`config.mk`:
```
export PLATFORM = sky130hd
export DESIGN_NAME = rgb_to_ycbcr422_tx
export DESIGN_NICKNAME = d
export VERILOG_FILES = /design/src/rtl/rgb_to_ycbcr422_tx.sv
export SDC_FILE = /design/constraint.sdc
export NUM_CORES = 1
export LEC_CHECK = 0
export BUFFER_PORTS_ARGS = -buffer_cell sky130_fd_sc_hd__buf_2
export CAP_MARGIN = 25
export CORE_MARGIN = 4
export CORE_UTILIZATION = 45
export DETAILED_ROUTE_END_ITERATION = 8
export GPL_ROUTABILITY_DRIVEN = 0
export GPL_TIMING_DRIVEN = 0
export MAX_ROUTING_LAYER = met4
export PLACE_DENSITY = 0.71
export RECOVER_POWER = 25
export SLEW_MARGIN = 30
export SYNTH_ARGS = -nofsm -noshare
export SYNTH_HDL_FRONTEND = slang
export SYNTH_SLANG_ARGS = --single-unit
```
`constraint.sdc`:
```
create_clock -name PCLK -period 12.5 [get_ports PCLK]
set_input_delay 0 -clock PCLK [delete_from_list [all_inputs] [get_ports PCLK]]
set_output_delay 0 -clock PCLK [all_outputs]
set_load 0.02 [all_outputs]
```
`src/rtl/rgb_to_ycbcr422_tx.sv`:
```
// Purpose : RGB888 pixel stream to camera-style YCbCr 4:2:2 byte stream (Cb0 Y0 Cr0 Y1).
// Latency : Cb byte 2 clocks after the odd-pixel handshake when the serializer is idle.
// Backpr. : in_ready drops while an odd pixel would overwrite a pair not yet taken by the serializer.
//
// Ports:
//   PCLK, rst_n           pixel clock, synchronous active-low reset
//   in_valid/in_ready     RGB pixel handshake; in_sof marks pixel (0,0)
//   R, G, B               8-bit unsigned colour components
//   out_data/out_valid    one YCbCr byte per clock while serializing
//   out_sof, out_eol      flag the Cb byte of the (0,0) pair / the Y1 byte ending a line
//   x, y                  column/row of the last accepted pixel
// Build option: define CHROMA_AVG_EN to average Cb/Cr over the pixel pair;
//               otherwise the pair takes the even pixel's chroma.

module rgb_to_ycbcr422_tx #(
    parameter int H_ACTIVE = 640,
    parameter int V_ACTIVE = 480
) (
    input  logic       PCLK,
    input  logic       rst_n,
    input  logic       in_valid,
    output logic       in_ready,
    input  logic       in_sof,
    input  logic [7:0] R,
    input  logic [7:0] G,
    input  logic [7:0] B,
    output logic [7:0] out_data,
    output logic       out_valid,
    output logic       out_sof,
    output logic       out_eol,
    output logic [9:0] x,
    output logic [9:0] y
);

    typedef enum logic [2:0] {IDLE, S_CB, S_Y0, S_CR, S_Y1} ser_state_t;

    function automatic logic [7:0] clamp8(input logic signed [19:0] v);
        if (v < 0)
            return 8'd0;
        else if (v > 20'sd255)
            return 8'd255;
        else
            return v[7:0];
    endfunction

    // Colour conversion of the pixel currently on the input
    logic signed [19:0] r_s, g_s, b_s;
    logic signed [19:0] y_acc, cb_acc, cr_acc;
    logic [7:0]         y_cur, cb_cur, cr_cur;

    always_comb begin
        r_s    = {12'd0, R};
        g_s    = {12'd0, G};
        b_s    = {12'd0, B};
        y_acc  = 20'sd306 * r_s + 20'sd601 * g_s + 20'sd117 * b_s;
        cb_acc = 20'sd512 * b_s - 20'sd173 * r_s - 20'sd339 * g_s;
        cr_acc = 20'sd512 * r_s - 20'sd429 * g_s - 20'sd83 * b_s;
        y_cur  = clamp8(y_acc >>> 10);
        cb_cur = clamp8(20'sd128 + (cb_acc >>> 10));
        cr_cur = clamp8(20'sd128 + (cr_acc >>> 10));
    end

    // Pairing state
    logic       phase;          // 1 = next accepted pixel is the odd one
    logic [7:0] hold_y, hold_cb, hold_cr;
    logic       hold_sof;
    logic       pair_valid;
    logic [7:0] p_y0, p_y1, p_cb, p_cr;
    logic       p_sof, p_eol;

    // Serializer copies, so the pair register can refill while bytes go out
    ser_state_t state, state_nx;
    logic [7:0] sh_y0, sh_cr, sh_y1;
    logic       sh_eol;
    logic [7:0] data_nx;
    logic       vld_nx, sof_nx, eol_nx;

    logic       accept, is_even, load;
    logic [9:0] col_cur, row_cur;
    logic [8:0] cb_sum, cr_sum;

    assign in_ready = rst_n && !(phase && pair_valid);
    assign accept   = in_valid && in_ready;
    // in_sof restarts pairing: that pixel is always the even one
    assign is_even  = in_sof || !phase;
    assign load     = pair_valid && (state == IDLE || state == S_Y1);
    assign cb_sum   = {1'b0, hold_cb} + {1'b0, cb_cur};
    assign cr_sum   = {1'b0, hold_cr} + {1'b0, cr_cur};

    // Position of the pixel being accepted this cycle
    always_comb begin
        col_cur = x;
        row_cur = y;
        if (in_sof) begin
            col_cur = 10'd0;
            row_cur = 10'd0;
        end else if (x == 10'(H_ACTIVE - 1)) begin
            col_cur = 10'd0;
            row_cur = (y == 10'(V_ACTIVE - 1)) ? 10'd0 : y + 10'd1;
        end else begin
            col_cur = x + 10'd1;
        end
    end

    always_comb begin
        state_nx = IDLE;
        data_nx  = 8'd0;
        vld_nx   = 1'b0;
        sof_nx   = 1'b0;
        eol_nx   = 1'b0;
        case (state)
            IDLE, S_Y1: begin
                if (pair_valid) begin
                    state_nx = S_CB;
                    data_nx  = p_cb;
                    vld_nx   = 1'b1;
                    sof_nx   = p_sof;
                end
            end
            S_CB: begin
                state_nx = S_Y0;
                data_nx  = sh_y0;
                vld_nx   = 1'b1;
            end
            S_Y0: begin
                state_nx = S_CR;
                data_nx  = sh_cr;
                vld_nx   = 1'b1;
            end
            S_CR: begin
                state_nx = S_Y1;
                data_nx  = sh_y1;
                vld_nx   = 1'b1;
                eol_nx   = sh_eol;
            end
            default: state_nx = IDLE;
        endcase
    end

    always_ff @(posedge PCLK) begin
        if (!rst_n) begin
            state      <= IDLE;
            out_data   <= 8'd0;
            out_valid  <= 1'b0;
            out_sof    <= 1'b0;
            out_eol    <= 1'b0;
            x          <= 10'd0;
            y          <= 10'd0;
            phase      <= 1'b0;
            pair_valid <= 1'b0;
            hold_y     <= 8'd0;
            hold_cb    <= 8'd0;
            hold_cr    <= 8'd0;
            hold_sof   <= 1'b0;
            p_y0       <= 8'd0;
            p_y1       <= 8'd0;
            p_cb       <= 8'd0;
            p_cr       <= 8'd0;
            p_sof      <= 1'b0;
            p_eol      <= 1'b0;
            sh_y0      <= 8'd0;
            sh_cr      <= 8'd0;
            sh_y1      <= 8'd0;
            sh_eol     <= 1'b0;
        end else begin
            if (load) begin
                pair_valid <= 1'b0;
                sh_y0      <= p_y0;
                sh_cr      <= p_cr;
                sh_y1      <= p_y1;
                sh_eol     <= p_eol;
            end
            // An odd accept needs pair_valid low, so it never collides with load
            if (accept) begin
                x <= col_cur;
                y <= row_cur;
                if (is_even) begin
                    hold_y   <= y_cur;
                    hold_cb  <= cb_cur;
                    hold_cr  <= cr_cur;
                    hold_sof <= (col_cur == 10'd0) && (row_cur == 10'd0);
                    phase    <= 1'b1;
                end else begin
                    p_y0       <= hold_y;
                    p_y1       <= y_cur;
`ifdef CHROMA_AVG_EN
                    p_cb       <= cb_sum[8:1];
                    p_cr       <= cr_sum[8:1];
`else
                    p_cb       <= hold_cb;
                    p_cr       <= hold_cr;
`endif
                    p_sof      <= hold_sof;
                    p_eol      <= (col_cur == 10'(H_ACTIVE - 1));
                    pair_valid <= 1'b1;
                    phase      <= 1'b0;
                end
            end
            state     <= state_nx;
            out_data  <= data_nx;
            out_valid <= vld_nx;
            out_sof   <= sof_nx;
            out_eol   <= eol_nx;
        end
    end

endmodule
```
Yosys cells after proc, flatten, opt, wreduce, memory -nomap -nowiden
Index checks and enable logic that the tools add are counted.

Register bits: 120. Bits of input ports: 28. Output and inout port bits: 32.

Add/sub/neg operators: 10. $mul: 7. Order comparisons: 6. Eq/ne operators: 7. Mux-type cells: 21. Bitwise logic cells: 1. Reduce and logical (&&, ||, !) cells: 18.

Operator list (number): 8-bit 2-to-1 mux (7); 10-bit 2-to-1 mux (5); 9-bit by 8-bit multiplier with 17-bit output (first input constant) (2); 8-bit by 8-bit multiplier with 16-bit output (first input constant) (2); 8-bit case mux with 4 select lines (1); 10-bit by 9-bit greater-than comparator with 1-bit output (second input constant) (3); 10-bit by 1-bit < comparator with 1-bit output (second input constant) (3); 7-bit by 8-bit multiplier with 15-bit output (first input constant) (2); 10-bit by 1-bit adder with 10-bit output (second input constant) (2); 19-bit by 15-bit adder with 20-bit output (1); 9-bit by 9-bit adder with 10-bit output (first input constant) (2); 10-bit equality test (second input constant) (2); 10-bit zero test (2); 17-bit by 18-bit adder with 19-bit output (1); 18-bit by 16-bit subtractor with 19-bit output (1); 18-bit by 18-bit subtractor with 19-bit output (1); 10-bit by 8-bit multiplier with 18-bit output (first input constant) (1); 17-bit by 16-bit subtractor with 18-bit output (1); 17-bit by 17-bit subtractor with 18-bit output (1); 3-bit case mux with 4 select lines (1); 10-bit by 9-bit equality test with 1-bit output (second input constant) (1); 3-bit by 2-bit equality test with 1-bit output (second input constant) (2); 1-bit 2-to-1 mux (6); 2-bit AND reduction (3); other kinds (11) (17).

Logic depth before layout (Yosys ltp)
Gate-level depths: netlist of the first run.

Word-level depth: 7. Depth in mapped cells: 29. Mapped depth without buffers: 29.

Least setup slack after synthesis of the first run
Ideal clock, no wire load.

Path kind: in2reg. Start: input port R[0]. End: register hold_y[0]. Setup time: 132 ps. Arrival time: 5742 ps. Data required time: 12368 ps. Path slack: 6625 ps. Stages on the path: 25. Buffers on the path: 0. Cells stage by stage: inv_1 > ha_1 > inv_1 > ha_1 > inv_1 > fa_1 > inv_1 > ha_1 > inv_1 > fa_1 > xor2_1 > fa_1 > inv_1 > fa_1 > fa_1 > ha_1 > a211o_1 > or3_1 > a211oi_2 > nor2_1 > a41o_1 > o41a_4 > a31oi_4 > and2_1 > a21oi_1.

Word-level cells in the longest chain between the ends: 6. Elaborated cells on any way between the ends: 7. Classes of those cells: add/sub (2); mul (1); order compare (2); mux (2).

RTL lines: from (decl) (RTL line 24) `input logic [7:0] R,`; 8-bit by 8-bit multiplier with 16-bit output * (RTL line 55) `y_acc = 20'sd306 * r_s + 20'sd601 * g_s + 20'sd117 * b_s;`; 17-bit by 18-bit adder with 19-bit output * (RTL line 55); 19-bit by 15-bit adder with 20-bit output * (RTL line 55); 10-bit by 9-bit greater-than comparator with 1-bit output (RTL line 40) `else if (v > 20'sd255)`; 8-bit 2-to-1 mux (RTL line 40); 8-bit 2-to-1 mux * (RTL line 38) `if (v < 0)`; to (signal assigned) (RTL line 178) `hold_y <= y_cur;`; to (decl) (RTL line 65) `logic [7:0] hold_y, hold_cb, hold_cr;`.

Every way passes the cells marked *; elsewhere a longest branch is shown, timed or not. A chain may end at the register's enable or synchronous reset.

Worst setup path after layout of the first run
Start: input port R[0]. End: register hold_y[3].

Same word-level chain as after synthesis.

==> results.json, run 1 <==
{
  "crit_path_frequent_cell": "inv_1",
  "rows": 66,
  "cts_sinks": 120,
  "p_leak_nw": 8.13,
  "grt_pass1_vias": 12000,
  "worst-setup-path-type": "in -> reg",
  "setup_violations": 0,
  "cp-start-kind": "input port",
  "finalHoldViolations": 0,
  "ys_top_cells_by_area": "ha_1 25%, fa_1 19%, dfxtp_1 16%",
  "die_h_um": 191,
  "cts_root_buf": "clkbuf_16",
  "async_flop_share_pct": 0,
  "via_per_inst": 5.26,
  "drt-initial-drc-count": 540,
  "synth-edff-count": 0,
  "synth.avg_cell_area_um2": 8.71,
  "cts_setup_buffers": 0,
  "synth_warnings": 0,
  "hpwlAfterDp_um": 29400,
  "end_kind": "register",
  "crit_arrival_ns": 6.94,
  "antenna_found_initial": 0,
  "io_buffer_count": 58,
  "final_cell_mix": "318 x inv_1, 302 x ha_1, 165 x nand2_1",
  "yosysTopAreaCell": "ha_1",
  "path_clk_slew_ns": 0.06,
  "critical-path-top-delay-family": "adder cells",
  "hold_class": "in -> reg",
  "core_area_um2": 32700,
  "status": "completed",
  "final_common_cell": "inv_1",
  "overflow": 0,
  "rsz0062_at_grt": "no",
  "rr_worst_depth": 10,
  "ios": 60,
  "critPathMaxFanout": 10,
  "clk_latency_ns": 0.42,
  "path_depth": 26,
  "worst_slew_pin_slew_ns": 0.877,
  "start_util_pct": 45.9,
  "final_nets": 2271,
  "slew_viol_final": 0,
  "synth.top_cell.area_share_pct": 25.2,
  "hold_slack_ns": 0.0221,
  "wl_met3_um": 1580,
  "drt_pass1_iterations": 5,
  "post_drt_wl_per_cell_um": 15.5,
  "syn_nets": 2193,
  "drc": 0,
  "area_growth_pct": 9.77,
  "cts.repair.resized": 0,
  "maxCapViolCount": 0,
  "achievable-frequency_ghz": 0.150,
  "synthCells": 1723,
  "cts_buffers": 17,
  "syn_area_um2": 15000,
  "cp_slowest_cell": "fa_1",
  "drive_gt1_share_pct": 5.02,
  "layout_min_cycle_time_ns": 6.65,
  "power_density_nw_per_um2": 270,
  "wl_met1_um": 16100,
  "die_w_um": 191,
  "grt_use_total_pct": 20.2,
  "cts_hold_buf": 1,
  "relSlewSlack_pct": 41.1,
  "critPathBufInv": 7,
  "min_period_over_period_pct": 53.2,
  "top_layer": "met4",
  "grt_pass1_wl_um": 58500,
  "fin_skew_ns": 0.00802,
  "synth_cell_types": 64,
  "setup_tns_ns": 0,
  "postRouteAntennaNets": 0,
  "whs_path_depth": 3,
  "dieArea_um2": 36300,
  "clockBufferDepth": 2,
  "synth_top_flop_cell": "dfxtp_1",
  "synth_seq_cells": 120,
  "dr_wl_met2_um": 16900,
  "grt_max_degree": 18,
  "worst_path_largest_cell_delay_ns": 0.49,
  "wirelength_um": 35000,
  "h-tree-depth": 4,
  "vias": 11900,
  "ys_seq_area_share_pct": 16.0,
  "vdd_drop_max_mv": 0.258,
  "worstPathRequired_ns": 12.78,
  "diodes": 0,
  "tritoncts": "done"
}
[final timing paths]
check | from | endpoint | slack, ns
worst min-delay path | rst_n | phase$_SDFFE_PN0P_ | 0.02
worst max register to register | x[0]$_SDFFE_PN0P_ | hold_sof$_SDFFE_PN0P_ | 9.59
worst max-delay path | R[0] | hold_y[3]$_SDFFE_PN0P_ | 5.85
worst min register to register | hold_cb[1]$_SDFFE_PN0P_ | p_cb[1]$_SDFFE_PN0P_ | 0.44
[where the power goes]
part           internal [mW]  switching (mW)  total [mW]
Combinational           1.49            2.00        3.49
Sequential             0.420          0.0198       0.440
Clock                  0.345           0.186       0.531
Total                   2.25            2.20        4.46
[worst min-delay path, delay by kind of cell]
family	cells	cell delay, ns
buf+inv	2	0.31
simple gates	1	0.08
[area by class of cell]
cell class	instances	area, um^2
fill	3108	16200
multi-input combinational	1244	11300
sequential	120	2400
inverter	319	1200
tap	442	553
clock buffer	18	439
timing repair buffer	59	260
clock inverter	14	209
buffer	40	153
[per-stage QoR]
| step | setup WS [ns] | utilization [%] | power [mW] | area [um^2] | cells |
|---|---|---|---|---|---|
| CTS | 5.80 | 50.5 | 4.46 | 16500 | 2256 |
| floorplan | 6.63 | - | 3.12 | 15000 | 1723 |
| detailed placement | 5.37 | 48.5 | 3.91 | 15900 | 2223 |
| finish | 5.85 | 50.4 | 4.46 | 16500 | 2256 |
| global route | 5.54 | 50.4 | 4.94 | 16500 | 2256 |
| global placement | 5.45 | 48.5 | 3.81 | 15900 | 2223 |
[layer usage]
metal,up-vias,GRT usage [%]
met3,42,2.23
met1,5690,26.4
li1,5891,-
met4,0,3.65
met2,247,34.4
met5,-,-
[flip-flops by register name, indices dropped and copies added, names as in the netlist]
| register | cells |
|---|---|
| hold_y | 8 |
| p_y0 | 8 |
| sh_eol | 1 |
| pair_valid | 1 |
| p_sof | 1 |
| sh_y0 | 8 |
| out_valid | 1 |
| out_data | 8 |
| sh_cr | 8 |
| sh_y1 | 8 |
| x | 10 |
| y | 10 |
| p_cb | 8 |
| hold_cb | 8 |
| p_y1 | 8 |
| p_eol | 1 |
| hold_cr | 8 |
| out_eol | 1 |
| out_sof | 1 |
| state | 3 |
| hold_sof | 1 |
| p_cr | 8 |
| phase | 1 |
[cell families (layout without fill, tap and decap cells)]
logic type      count (synthesis)  in the layout  share of synthesized area [%]
mux                            11             11                          0.800
flops                         120            120                           16.0
buf+inv                       359            450                           9.00
xor+xnor                       80             80                           4.67
fa+ha+maj                     443            443                           43.9
compound gates                309            309                           13.2
simple gates                  401            401                           12.4
[cells in the mapped netlist (4+ instances only)]
library cell	number
inv_1	318
ha_1	302
nand2_1	165
fa_1	140
dfxtp_1	120
a21oi_1	97
nor2_1	70
o21ai_0	68
nand3_1	54
xnor2_1	52
clkbuf_1	35
xor2_1	28
nor3_1	25
a21o_1	23
a31oi_1	19
nor2b_1	14
o21bai_1	12
and3_1	11
nand2b_1	11
or2_2	10
a211oi_1	9
o31ai_1	9
a22o_1	8
and2_1	8
mux2_2	8
nand3b_1	8
a22oi_1	7
nand4_1	7
o21a_1	7
a211o_1	5
nor4_1	5
o2111ai_1	5
o211ai_1	5
or3_1	5
a21boi_0	4
o21ai_1	4
Power figures use the tool's default switching activity.
==> inputs of run 2 (changes only) <==
- clock period: 12.5 -> 6.9 ns (I/O delays scaled with it)
==> run 2 against run 1 <==
  * Design area grew 0.16%
  * Hold slack gained 0.00099 ns
  * Global-route usage is the same
  * First-iteration DRC count grew 4.6%
  * Largest power group unchanged
  * Via count shrank 0.43%
  * Routed wire length shrank 0.30%
  * Total power grew 81%
==> results.json, run 2 (synthesized netlist as in run 1, its figures left out) <==
{
  "area_growth_pct": 9.95,
  "stdcell_area_um2": 16500,
  "critPathMaxFanout": 10,
  "power_density_nw_per_um2": 489,
  "clk_latency_ns": 0.42,
  "hpwlAfterDp_um": 29400,
  "path_clk_slew_ns": 0.06,
  "vias": 11800,
  "p_leak_nw": 8.14,
  "reg.largest.list": "x x10, y x10",
  "drt-initial-drc-count": 565,
  "status": "completed",
  "core_area_um2": 32700,
  "cts_root_buf": "clkbuf_16",
  "dp_slack_ns": -0.227,
  "cp-start-kind": "input port",
  "worst-setup-path-type": "in -> reg",
  "place_area_um2": 15900,
  "vdd_drop_max_mv": 0.470,
  "final_cell_mix": "317 x inv_1, 302 x ha_1, 165 x nand2_1",
  "start_util_pct": 45.9,
  "worstPathRequired_ns": 7.19,
  "min_period_over_period_pct": 95.7,
  "clockBufferDepth": 2,
  "grt_pass1_wl_um": 58500,
  "final_nets": 2274,
  "overflow": 0,
  "tritoncts": "done",
  "diodes": 0,
  "final_common_cell": "inv_1",
  "maxCapViolCount": 0,
  "cts_buffers": 17,
  "worst_slew_pin_slew_ns": 0.893,
  "postRouteAntennaNets": 0,
  "finalHoldViolations": 0,
  "slew_viol_final": 0,
  "rows": 66,
  "io_buffer_count": 58,
  "drc": 0,
  "worst-r2r-setup-slack_ns": 3.99,
  "drt_pass1_iterations": 5,
  "cts_sinks": 120,
  "die_h_um": 191,
  "grt_use_total_pct": 20.2,
  "antenna_found_initial": 0,
  "hold_slack_ns": 0.0231,
  "fin_skew_ns": 0.00541,
  "wirelength_um": 34800,
  "die_w_um": 191,
  "hold_class": "in -> reg",
  "h-tree-depth": 4,
  "post_drt_wl_per_cell_um": 15.4,
  "layout_min_cycle_time_ns": 6.60,
  "fin_ws_ns": 0.299,
  "grt_max_degree": 18,
  "dieArea_um2": 36300,
  "relSlewSlack_pct": 40.0,
  "achievable-frequency_ghz": 0.151,
  "fillers": 3106,
  "ios": 60,
  "p_total_mw": 8.06,
  "grt_pass1_vias": 12000,
  "crit_arrival_ns": 6.89,
  "setup_violations": 0,
  "drive_gt1_share_pct": 5.23,
  "via_per_inst": 5.23,
  "end_kind": "register"
}
-- run 2: cell types whose count changed in the layout (fill, tap and decap cells not counted), sizes merged --
cell | before | now
clkinvlp | 1 | 2
buf | 31 | 34
inv | 327 | 326
-- run 2: final timing paths --
kind | to | start | depth (start not counted)
hold / removal | phase$_SDFFE_PN0P_ | rst_n | 3
setup / recovery | hold_y[0]$_SDFFE_PN0P_ | R[0] | 26
setup reg to reg | hold_sof$_SDFFE_PN0P_ | x[0]$_SDFFE_PN0P_ | 10
hold reg to reg | p_cb[1]$_SDFFE_PN0P_ | hold_cb[1]$_SDFFE_PN0P_ | 2
-- run 2: final cells by class --
cell class / instances / area (um^2) / area share [%]
Clock buffer: 18 / 439 / 2.66
Buffer: 40 / 153 / 0.925
Sequential cell: 120 / 2400 / 14.6
Timing Repair Buffer: 62 / 283 / 1.71
Clock inverter: 14 / 209 / 1.27
Tap cell: 442 / 553 / 3.35
Inverter: 319 / 1200 / 7.28
Multi-Input combinational cell: 1244 / 11300 / 68.2
-- run 2: per-stage QoR --
| step | utilization (%) | instances | TNS (ns) |
|---|---|---|---|
| global route | 50.5 | 2259 | -0.00169 |
| detailed placement | 48.5 | 2223 | -2.01 |
| finish | 50.5 | 2259 | 0 |
| CTS | 50.5 | 2256 | 0 |
| global placement | 48.5 | 2223 | -0.838 |
| floorplan | - | 1723 | 0 |
-- run 2: timing repair --
| item | 4_1_cts | 5_1_grt |
|---|---|---|
| resized for setup | 0 | 1 |
| setup endpoints to repair | 0 | 6 |
| hold buffers | 1 | 0 |
| endpoints found under the hold margin | 2 | 0 |
| setup buffers | 0 | 3 |
-- run 2: critical path, stage by stage --
cell and delay [ns]:
buf_2 0.34, clkinvlp_4 0.26, ha_1 0.40, inv_1 0.15, ha_1 0.16, inv_1 0.05, fa_1 0.44, inv_1 0.07
ha_1 0.15, inv_1 0.05, fa_1 0.40, xor2_1 0.32, fa_1 0.48, inv_1 0.08, fa_1 0.43, fa_1 0.49
ha_1 0.32, a211o_1 0.29, or3_1 0.33, a211oi_2 0.25, nor2_1 0.11, a41o_1 0.26, o41a_4 0.39, a31oi_4 0.34
and2_1 0.24, a21oi_1 0.08
-- run 2: where the power goes --
part | total (mW) | leakage [nW] | switching [mW] | internal [mW]
registers | 0.796 | 0.973 | 0.0355 | 0.761
clock network | 0.963 | 0.315 | 0.339 | 0.624
logic | 6.30 | 6.85 | 3.60 | 2.70
total | 8.06 | 8.14 | 3.98 | 4.09
-- run 2: per-layer routing --
| metal | vias up | global-route usage, % | part of all wire (%) |
|---|---|---|---|
| li1 | 5897 | - | - |
| met1 | 5650 | 26.4 | 46 |
| met2 | 238 | 34.4 | 48 |
| met3 | 34 | 2.23 | 4.4 |
| met4 | 0 | 3.65 | 1.3 |
| met5 | - | - | 0 |
